$ cat src/rtl/bit_serial_sub_ctrl.sv
// Bit-serial subtractor: one full_sub cell is reused over WIDTH clocks to
// subtract two WIDTH-bit operands, LSB first, with a ripple borrow held in
// a flop between bits. The result is published together with a one-cycle
// done pulse.

// Single-bit full subtractor: diff = a - b - borrowIn, borrowOut on underflow.
module full_sub (
  input  logic a,
  input  logic b,
  input  logic borrowIn,
  output logic diff,
  output logic borrowOut
);

  assign diff      = a ^ b ^ borrowIn;
  assign borrowOut = (~a & b) | (~(a ^ b) & borrowIn);

endmodule

module bit_serial_sub_ctrl #(
  parameter int WIDTH = 8
) (
  input  logic             clk,
  input  logic             rst,
  input  logic             start,
  input  logic [WIDTH-1:0] a,
  input  logic [WIDTH-1:0] b,
  input  logic             borrowIn,
  output logic             ready,
  output logic             busy,
  output logic             done,
  output logic [WIDTH-1:0] diff,
  output logic             borrowOut
);

  localparam int              CNT_W = $clog2(WIDTH + 1);
  localparam logic [CNT_W-1:0] LAST  = CNT_W'(WIDTH - 1);

  typedef enum logic [1:0] {
    IDLE = 2'd0,
    RUN  = 2'd1,
    DONE = 2'd2
  } state_t;

  state_t           state_q, state_d;
  logic [WIDTH-1:0] a_sh_q, a_sh_d;
  logic [WIDTH-1:0] b_sh_q, b_sh_d;
  logic [WIDTH-1:0] res_sh_q, res_sh_d;
  logic [WIDTH-1:0] diff_q, diff_d;
  logic             brw_q, brw_d;
  logic             bout_q, bout_d;
  logic [CNT_W-1:0] cnt_q, cnt_d;

  logic             cell_diff;
  logic             cell_bout;
  logic [WIDTH-1:0] res_ins;

  // The shared cell always looks at the current LSBs and the running borrow.
  full_sub u_cell (
    .a         (a_sh_q[0]),
    .b         (b_sh_q[0]),
    .borrowIn  (brw_q),
    .diff      (cell_diff),
    .borrowOut (cell_bout)
  );

  // State and datapath registers; reset clears everything, including the result.
  always_ff @(posedge clk) begin
    if (rst) begin
      state_q  <= IDLE;
      a_sh_q   <= '0;
      b_sh_q   <= '0;
      res_sh_q <= '0;
      diff_q   <= '0;
      brw_q    <= 1'b0;
      bout_q   <= 1'b0;
      cnt_q    <= '0;
    end else begin
      state_q  <= state_d;
      a_sh_q   <= a_sh_d;
      b_sh_q   <= b_sh_d;
      res_sh_q <= res_sh_d;
      diff_q   <= diff_d;
      brw_q    <= brw_d;
      bout_q   <= bout_d;
      cnt_q    <= cnt_d;
    end
  end

  // Next-state and datapath update: accept in IDLE/DONE, one bit per RUN cycle.
  always_comb begin
    state_d  = state_q;
    a_sh_d   = a_sh_q;
    b_sh_d   = b_sh_q;
    res_sh_d = res_sh_q;
    diff_d   = diff_q;
    brw_d    = brw_q;
    bout_d   = bout_q;
    cnt_d    = cnt_q;
    // Cell result positioned at the MSB; works for WIDTH=1 without a zero-width slice.
    res_ins  = '0;
    res_ins[WIDTH-1] = cell_diff;

    case (state_q)
      IDLE, DONE: begin
        if (start) begin
          a_sh_d  = a;
          b_sh_d  = b;
          brw_d   = borrowIn;
          cnt_d   = '0;
          state_d = RUN;
        end else begin
          state_d = IDLE;
        end
      end
      RUN: begin
        res_sh_d = (res_sh_q >> 1) | res_ins;
        a_sh_d   = a_sh_q >> 1;
        b_sh_d   = b_sh_q >> 1;
        brw_d    = cell_bout;
        cnt_d    = cnt_q + CNT_W'(1);
        if (cnt_q == LAST) begin
          // Last bit: publish the completed result and the final borrow.
          diff_d  = (res_sh_q >> 1) | res_ins;
          bout_d  = cell_bout;
          state_d = DONE;
        end
      end
      default: state_d = IDLE;
    endcase
  end

  assign ready     = (state_q == IDLE) || (state_q == DONE);
  assign busy      = (state_q == RUN);
  assign done      = (state_q == DONE);
  assign diff      = diff_q;
  assign borrowOut = bout_q;

endmodule

$ cat config.mk
export PLATFORM = sky130hd
export DESIGN_NAME = bit_serial_sub_ctrl
export DESIGN_NICKNAME = d
export VERILOG_FILES = /design/src/rtl/bit_serial_sub_ctrl.sv
export SDC_FILE = /design/constraint.sdc
export NUM_CORES = 1
export LEC_CHECK = 0
export ABC_AREA = 1
export BUFFER_PORTS_ARGS = -buffer_cell sky130_fd_sc_hd__buf_2
export CAP_MARGIN = 0
export CORE_MARGIN = 2
export CORE_UTILIZATION = 49
export CTS_CLUSTER_DIAMETER = 30
export DETAILED_ROUTE_END_ITERATION = 6
export GPL_TIMING_DRIVEN = 0
export PLACE_DENSITY = 0.74
export SYNTH_ARGS = -nofsm -noshare
export SYNTH_HDL_FRONTEND = slang
export SYNTH_SLANG_ARGS = --single-unit
export TNS_END_PERCENT = 50
$ cat constraint.sdc
create_clock -name clk -period 1.1 [get_ports clk]
set_input_delay 0.11 -clock clk [delete_from_list [all_inputs] [get_ports clk]]
set_output_delay 0.11 -clock clk [all_outputs]
set_load 0.05 [all_outputs]
* Word level (Yosys, flattened, before mapping)
Index checks and enable logic that the tools add are counted.
** Cells by class
- Add/subtract/negate cells :: 1
- Equality and inequality tests :: 5
- Multiplexer cells :: 11
- Bitwise gates (word level) :: 8
- Reduce and logical (&&, ||, !) cells :: 6
** Operators with widths (count)
- case mux 8 bit (2 select lines) :: 2
- 2-to-1 mux 8 bit :: 2
- OR 7 x 8 -> 8 bit :: 1
- case mux 4 bit (2 select lines) :: 1
- adder 4 x 1 -> 4 bit, second input constant :: 1
- equality test 4 x 3 -> 1 bit, second input constant :: 1
- 2-to-1 mux 4 bit :: 1
- case mux 2 bit (2 select lines) :: 1
- AND reduction 2 bit :: 2
- bitwise AND 1 bit :: 2
- equality test 2 x 1 -> 1 bit, second input constant :: 1
- equality test 2 bit, second input constant :: 1
- logical NOT 2 bit :: 1
- 2-to-1 mux 1 bit :: 2
- 2-to-1 mux 2 bit :: 1
- inequality test 2 x 1 -> 1 bit, second input constant :: 1
- inequality test 2 bit, second input constant :: 1
- NOT 1 bit :: 2
- case mux 1 bit (2 select lines) :: 1
- nonzero test 2 bit :: 1
- OR reduction 2 bit :: 1
- bitwise XOR 1 bit :: 2
- logical OR 1 bit :: 1
- OR 1 bit :: 1
** Word-level totals
- Register bits after elaboration :: 40
- Input bits :: 20
- Output and inout port bits :: 12
- Word-level logic and storage cells :: 39

* Depth between registers and ports, before layout
Gate-level depths: netlist of run 1.
- Depth after elaboration :: 5
- Mapped depth :: 8
- Gate-level depth less buffers :: 7

* Modules after synthesis
From an unflattened synthesis of run 1, not the netlist that was laid out.
** Unflattened totals
- Cells, all modules :: 243
- Area total of the unflattened synthesis :: 1771.7 sq um
** By module, submodules not included
- bit_serial_sub_ctrl :: instances 1, cells an instance 239, area an instance 1740.4 sq um, seq. area each 780.7 sq um
- full_sub :: instances 1, cells an instance 4, area an instance 31.3 sq um, seq. area each 0.0 sq um

* Worst setup path after synthesis of run 1
Ideal clock, no wire load.
- Path type :: flip-flop to output port
- Start :: register state_q[1]
- End :: output done
- Arrival time :: 1.282 ns
- Data required time :: 0.990 ns
- Setup slack :: -0.292 ns
- Cell stages (with the launch flop) :: 4
- Path buffers :: 1
- Cells stage by stage :: dfxtp_1 -> inv_2 -> buf_2 -> nor2_1
** On the way
- Word-level cells in the longest chain between the ends :: 1
** RTL lines
- start, declared :: line 45 : state_t state_q, state_d;
- start signal, assigned :: line 79 : state_q <= state_d;
- equality test 2 bit :: line 135 : assign done = (state_q == DONE);
- end, declared :: line 31 : output logic done,
Every way passes these cells.

* Worst setup path in the final report of run 1
- Start :: register state_q[0]
- End :: register brw_q
** On the way
- Word-level cells in the longest chain between the ends :: 4
- Elaborated cells on any way between the ends :: 8
- Those cells by class :: 3 x eq/ne; 1 x mux; 4 x reduce/logical
** RTL lines
- equality test 2 bit or logical NOT 2 bit (tied branches) :: line 104 : case (state_q)
- OR reduction 2 bit :: line 104
- inequality test 2 bit (no line) or nonzero test 2 bit (tied branches)
- AND reduction 2 bit (no line)
- end signal, assigned :: line 84 : brw_q <= brw_d;
- end, declared :: line 50 : logic brw_q, brw_d;
Parallel ways exist; a longest one is shown, timed or not.
A chain may end at the register's enable or synchronous reset.

==> results of run 1 <==
==> registers in the layout, summed over array words and instances, names as in the netlist <==
register,flops
diff,8
borrowOut,1
brw_q,1
a_sh_q,8
state_q,2
res_sh_q,7
b_sh_q,8
cnt_q,4
==> path summary, 6_finish.rpt <==
path,startpoint,end,slack [ns],cells past startpoint
max,state_q[0],brw_q,-0.12,7
max reg2reg,state_q[0],brw_q,-0.12,7
min,b[7],b_sh_q[7],0.08,3
min reg2reg,diff[2],diff[2],0.47,2
==> power groups by stage <==
stage	logic, mW	registers (mW)	clock network (mW)
global route	0.759	1.56	1.06
floorplan	0.342	1.55	0
detailed placement	0.451	1.56	0
global placement	0.445	1.56	0
CTS	0.563	1.53	0.974
finish	0.708	1.55	0.970
==> worst max-delay path, cell delays in order, from the launching register on <==
cell and delay, ns:
dfxtp_4 0.42, inv_8 0.06, buf_6 0.13, buf_4 0.14, nand3_1 0.10, nand2_1 0.08, nor2_1 0.10, nor2_1 0.05
==> cell families after synthesis <==
family / Yosys count / share of synthesized area [%]
adder cells (fa/ha/maj): 2 / 1.792
AO/OA/AOI/OAI: 30 / 9.097
flip-flops: 39 / 43.00
AND/OR/NAND/NOR: 129 / 34.53
buffers and inverters: 39 / 11.58
==> per-layer routing <==
metal | part of all wire [%] | GRT usage (%) | wire (um)
met5 | 0 | 0 | 0
met3 | 5.3 | 5.903 | 283
met4 | 1.7 | 7.979 | 89
met1 | 40 | 29.74 | 2133
met2 | 53 | 38.14 | 2848
==> synthesized netlist by cell type (2+ instances only) <==
cell       n  area share, %
clkbuf_1   3           0.62
nand3_1   63             17
buf_4      4            1.7
dfxtp_1   39             43
buf_8      2            1.7
nor2_1    24            5.0
buf_2      4            1.1
o21ai_0    8            2.2
nand2_1   34            7.0
nand2_4    2            1.2
a21oi_1   17            4.7
buf_6      2            1.2
nand3_2    4            2.2
inv_1     20            4.1
a21oi_2    4            1.9
==> area by class of cell <==
type	instances	area, sq um
multi-input cells	163	1032
fillers	277	997.2
flip-flops and latches	39	794.5
repair buffers	46	366.6
plain buffers	15	167.7
inverters	23	98.84
clock buffers	5	68.82
well taps	48	60.06
clock inverters	3	20.02
==> timing repair <==
action | CTS | global route
buffers inserted | 8 | 5
setup endpoints to repair | 38 | 42
cloned | 3 | 2
resized for setup | 39 | 51
pin swaps | 14 | 19
==> flow_summary.yaml, run 1 <==
cts:
  cts.root.buffer_cell: "clkbuf_8"
  number_of_buffers_added_by_the_clock_tree_synthesis_step: 5
  tritoncts: "done"
  htree_levels: 2
  cts_num_sinks: 39
  post_cts_hold_buffer_count: 0
  clk_transition_reported_paths_ns: 0.08
  max-clock-path-buffers: 2
  clock_insertion_delay_worst_skew_ns: 0.29
detailed_routing:
  drtAntennaViolNets: 0
  drc: 0
  dr.first_iter.drc_count: 108
  routed_wl_mm: 5.355
  dr.pass1.iters: 4
  via_count: 1880
  drt-wirelength-per-cell_um: 15.66
  number_of_vias_per_cell: 5.497
run:
  max-cap-violations: 0
setup_path:
  timing.setup.critical_path_class: "reg -> reg"
  critPathLaunchType: "register"
  cp-end-kind: "register"
  worstPathMaxFanout: 5
  cp_data_arrival_time_ns: 1.37
  critical_path_required_ns: 1.25
status:
  run_status: "finished with violations"
  failed_checks: "negative setup slack"
yosys:
  netlist_instances: 239
  synthesis.nets: 261
  seq_area_frac_synth_pct: 43.00
  share_of_synthesized_registers_carrying_an_async_set_or_reset_pct: 0
  synth_enable_flop_cells: 0
  synthDistinctLibCells: 24
  warnings_synthesis: 0
  netlist_area_pre_place_sq_um: 1815
  ys.flop_type: "dfxtp_1"
  postSynthAreaPerCell_sq_um: 7.596
  synth-seq-cells: 39
power_and_ir_drop:
  internal_power_mw: 2.254
  p_seq_share_pct: 48.0
  switch_share_pct: 30.16
  pwr_density_cell_nw_per_um2: 1237
  p_switching_mw: 0.9734
  power.share.clock_pct: 30.0
  p_leak_nw: 1.149
  post-layout-total-power_mw: 3.227
  worst_ir_drop_vdd_mv: 0.6792
  share_comb_of_total_power_pct: 22.0
floorplan:
  design.die.area_sq_um: 4208
  die-height_um: 64.87
  floorplan.die.width_um: 64.87
  initial_cell_density_of_the_core_pct: 50.35
  core_area_sq_um: 3606
  io_pins: 32
  rows: 22
global_routing:
  grt_first_pass_wirelength_mm: 7.610
  grt_antenna_before_repair: 0
  gr-usage-all-layers_pct: 23.31
  largest_net_degree_at_the_start_of_global_routing: 14
  grt_pass1_vias: 1657
  overflow: 0
placement:
  dp.final_hpwl_mm: 2.669
  port_buffer_count: 30
  placed_area_sq_um: 2033
  place_inst: 317
  gp_congestion: 0.7509
  dp_worst_setup_slack_ns: -0.2031
sta:
  slew_headroom_pct: 52.52
  slew_viol_final: 0
  final_min_period_over_clock_period_pct: 111.1
  setup_viol: 36
  timing.final.ws_setup_ns: -0.1219
  grt_setup_unrepaired: "yes"
  totalNegativeSetupSlack_ns: -1.985
  max_freq_ghz: 0.8184
  post-route-min-period_ns: 1.222
  timing.hold.ws_ns: 0.08066
  final.setup_skew_ns: 0.008821
  final_hold_viol_count: 0
  worstMarginPinSlew_ns: 0.7122
cells_and_area:
  design.final.nets: 315
  diodes: 0
  layout-drive-gt1-share_pct: 41.84
  final_instance_count_excl_fillers: 342
  layout-area-overhead-vs-synth_pct: 43.69
  layout.cells.most_common: "nand3_1"
  layout.cells.most_common_list: "49 x nand3_1, 34 x dfxtp_1, 30 x nand2_1, 28 x buf_2, 19 x nor2_1"
  postLayoutCellArea_sq_um: 2609
  finish.utilization_pct: 72.35
worst_hold_path:
  hold_class: "in -> reg"
(Power assumes the default switching activity.)
==> run 2, diff against run 1 <==
--- a/config.mk
+++ b/config.mk
@@ -12,9 +12,8 @@
 export CORE_UTILIZATION = 49
 export CTS_CLUSTER_DIAMETER = 30
 export DETAILED_ROUTE_END_ITERATION = 6
-export GPL_TIMING_DRIVEN = 0
+export GPL_TIMING_DRIVEN = 1
 export PLACE_DENSITY = 0.74
 export SYNTH_ARGS = -nofsm -noshare
 export SYNTH_HDL_FRONTEND = slang
 export SYNTH_SLANG_ARGS = --single-unit
-export TNS_END_PERCENT = 50
==> flow_summary.yaml, run 2 (synthesis results as in run 1) <==
sta:
  max_freq_ghz: 0.8308
  slew_headroom_pct: 83.09
  slew_viol_final: 0
  timing.hold.ws_ns: 0.05426
  timing.final.ws_setup_ns: -0.1037
  worstMarginPinSlew_ns: 0.2536
  setup_viol: 11
  post-route-min-period_ns: 1.204
  grt_setup_unrepaired: "yes"
  final.setup_skew_ns: 0.01451
  final_hold_viol_count: 0
  final_min_period_over_clock_period_pct: 109.4
detailed_routing:
  drc: 0
  via_count: 1787
  routed_wl_mm: 4.660
  drtAntennaViolNets: 0
  number_of_vias_per_cell: 5.240
  drt-wirelength-per-cell_um: 13.67
  dr.first_iter.drc_count: 111
  dr.pass1.iters: 4
cts:
  htree_levels: 2
  cts.root.buffer_cell: "clkbuf_8"
  max-clock-path-buffers: 2
  cts_num_sinks: 39
  number_of_buffers_added_by_the_clock_tree_synthesis_step: 5
  clock_insertion_delay_worst_skew_ns: 0.30
  post_cts_hold_buffer_count: 0
  clk_transition_reported_paths_ns: 0.09
  tritoncts: "done"
worst_hold_path:
  hold_class: "in -> reg"
  hold_end: "b_sh_q[7]"
  hold_sp: "b[7]"
  timing.hold.worst_path_depth: 3
floorplan:
  design.die.area_sq_um: 4208
  initial_cell_density_of_the_core_pct: 50.35
  core_area_sq_um: 3606
  die-height_um: 64.87
  rows: 22
  floorplan.die.width_um: 64.87
  io_pins: 32
cells_and_area:
  layout.cells.most_common: "nand3_1"
  layout-drive-gt1-share_pct: 40.27
  layout-area-overhead-vs-synth_pct: 39.28
  layout.cells.most_common_list: "48 x nand3_1, 32 x nand2_1, 32 x dfxtp_1, 28 x buf_2, 21 x nor2_1"
  count_of_fill_cells_added_during_filler_insertion: 262
  diodes: 0
  design.final.nets: 314
power_and_ir_drop:
  worst_ir_drop_vdd_mv: 1.101
  p_leak_nw: 1.142
  pwr_density_cell_nw_per_um2: 1231
  post-layout-total-power_mw: 3.113
global_routing:
  grt_pass1_vias: 1609
  grt_first_pass_wirelength_mm: 6.893
  overflow: 0
  grt_antenna_before_repair: 0
  largest_net_degree_at_the_start_of_global_routing: 28
  gr-usage-all-layers_pct: 21.17
setup_path:
  critical_path_required_ns: 0.99
  r2r.worst_path.cells: 4
  cp-end-kind: "output port"
  reg2reg_from: "b_sh_q[0]"
  critical_path.reg2reg.endpoint: "res_sh_q[7]"
  timing.setup.critical_path_class: "reg -> out"
  cp_data_arrival_time_ns: 1.09
  critPathLaunchType: "register"
  reg2reg_setup_slack_ns: -0.04
  worstPathMaxFanout: 4
placement:
  gp_congestion: 0.8452
  dp.final_hpwl_mm: 2.671
  port_buffer_count: 31
status:
  run_status: "finished with violations"
  failed_checks: "negative setup slack"
run:
  max-cap-violations: 0
run 2: cell types whose count changed in the layout (fill, tap and decap cells not counted), sizes merged:
cell	before	now
nand2	37	38
buf	55	58
clkbuf	11	6
run 2: layout make-up:
class / instances / area [sq um] / share of cell area (%)
Inverter: 23 / 91.34 / 3.612
Multi-Input combinational cell: 164 / 1018 / 40.28
Sequential cell: 39 / 794.5 / 31.42
Tap cell: 48 / 60.06 / 2.375
Clock buffer: 5 / 68.82 / 2.721
Timing Repair Buffer: 59 / 475.5 / 18.80
Clock inverter: 3 / 20.02 / 0.7917
run 2: repair_timing:
action	in CTS	in global routing
cloned	1	3
resized for setup	34	36
endpoints found under the setup margin	41	38
buffers inserted	6	0
pin swaps	8	13
run 2: power breakdown:
part	leakage (nW)	switching (mW)	total (mW)	internal, mW
registers	0.322	0.0541	1.54	1.49
clock network	0.0402	0.548	0.990	0.442
logic	0.780	0.328	0.584	0.256
total	1.14	0.930	3.11	2.18
run 2: metrics by stage:
stage          setup slack (ns)  cell area (sq um)  std cells  util, %   TNS, ns
2_1_floorplan          -0.01016               1827        239        -  -0.08126
3_3_place_gp            -0.1045               2102        323    58.29    -1.180
3_5_place_dp            -0.1648               2102        323    58.29    -2.090
4_1_cts                -0.08355               2347        338    65.09   -0.2706
5_1_grt                 -0.1194               2529        341    70.12    -1.333
6_report                -0.1037               2529        341    70.12   -0.4227
run 2: worst max-delay path, stage by stage (launching register included):
cell and delay [ns]:
dfxtp_4 0.39, inv_6 0.06, nor2_4 0.10, buf_6 0.12
buf_8 0.13
run 2: worst max-delay path by stage:
| stage | from | endpoint | slack [ns] | cells past startpoint |
|---|---|---|---|---|
| global route | state_q[0] | busy | -0.12 | 4 |
| floorplan | cnt_q[1] | borrowOut | -0.01 | 6 |
| CTS | state_q[0] | busy | -0.08 | 4 |
| global placement | cnt_q[1] | diff[2] | -0.10 | 6 |
| detailed placement | cnt_q[1] | borrowOut | -0.16 | 6 |
| finish | state_q[0] | busy | -0.10 | 4 |
run 2: layer usage:
layer / vias up / part of all wire [%] / track usage, %
li1: 895 / - / -
met1: 834 / 42 / 24.76
met4: 0 / 1.8 / 12.23
met3: 9 / 4.9 / 5.035
met2: 49 / 52 / 35.18
met5: - / 0 / 0
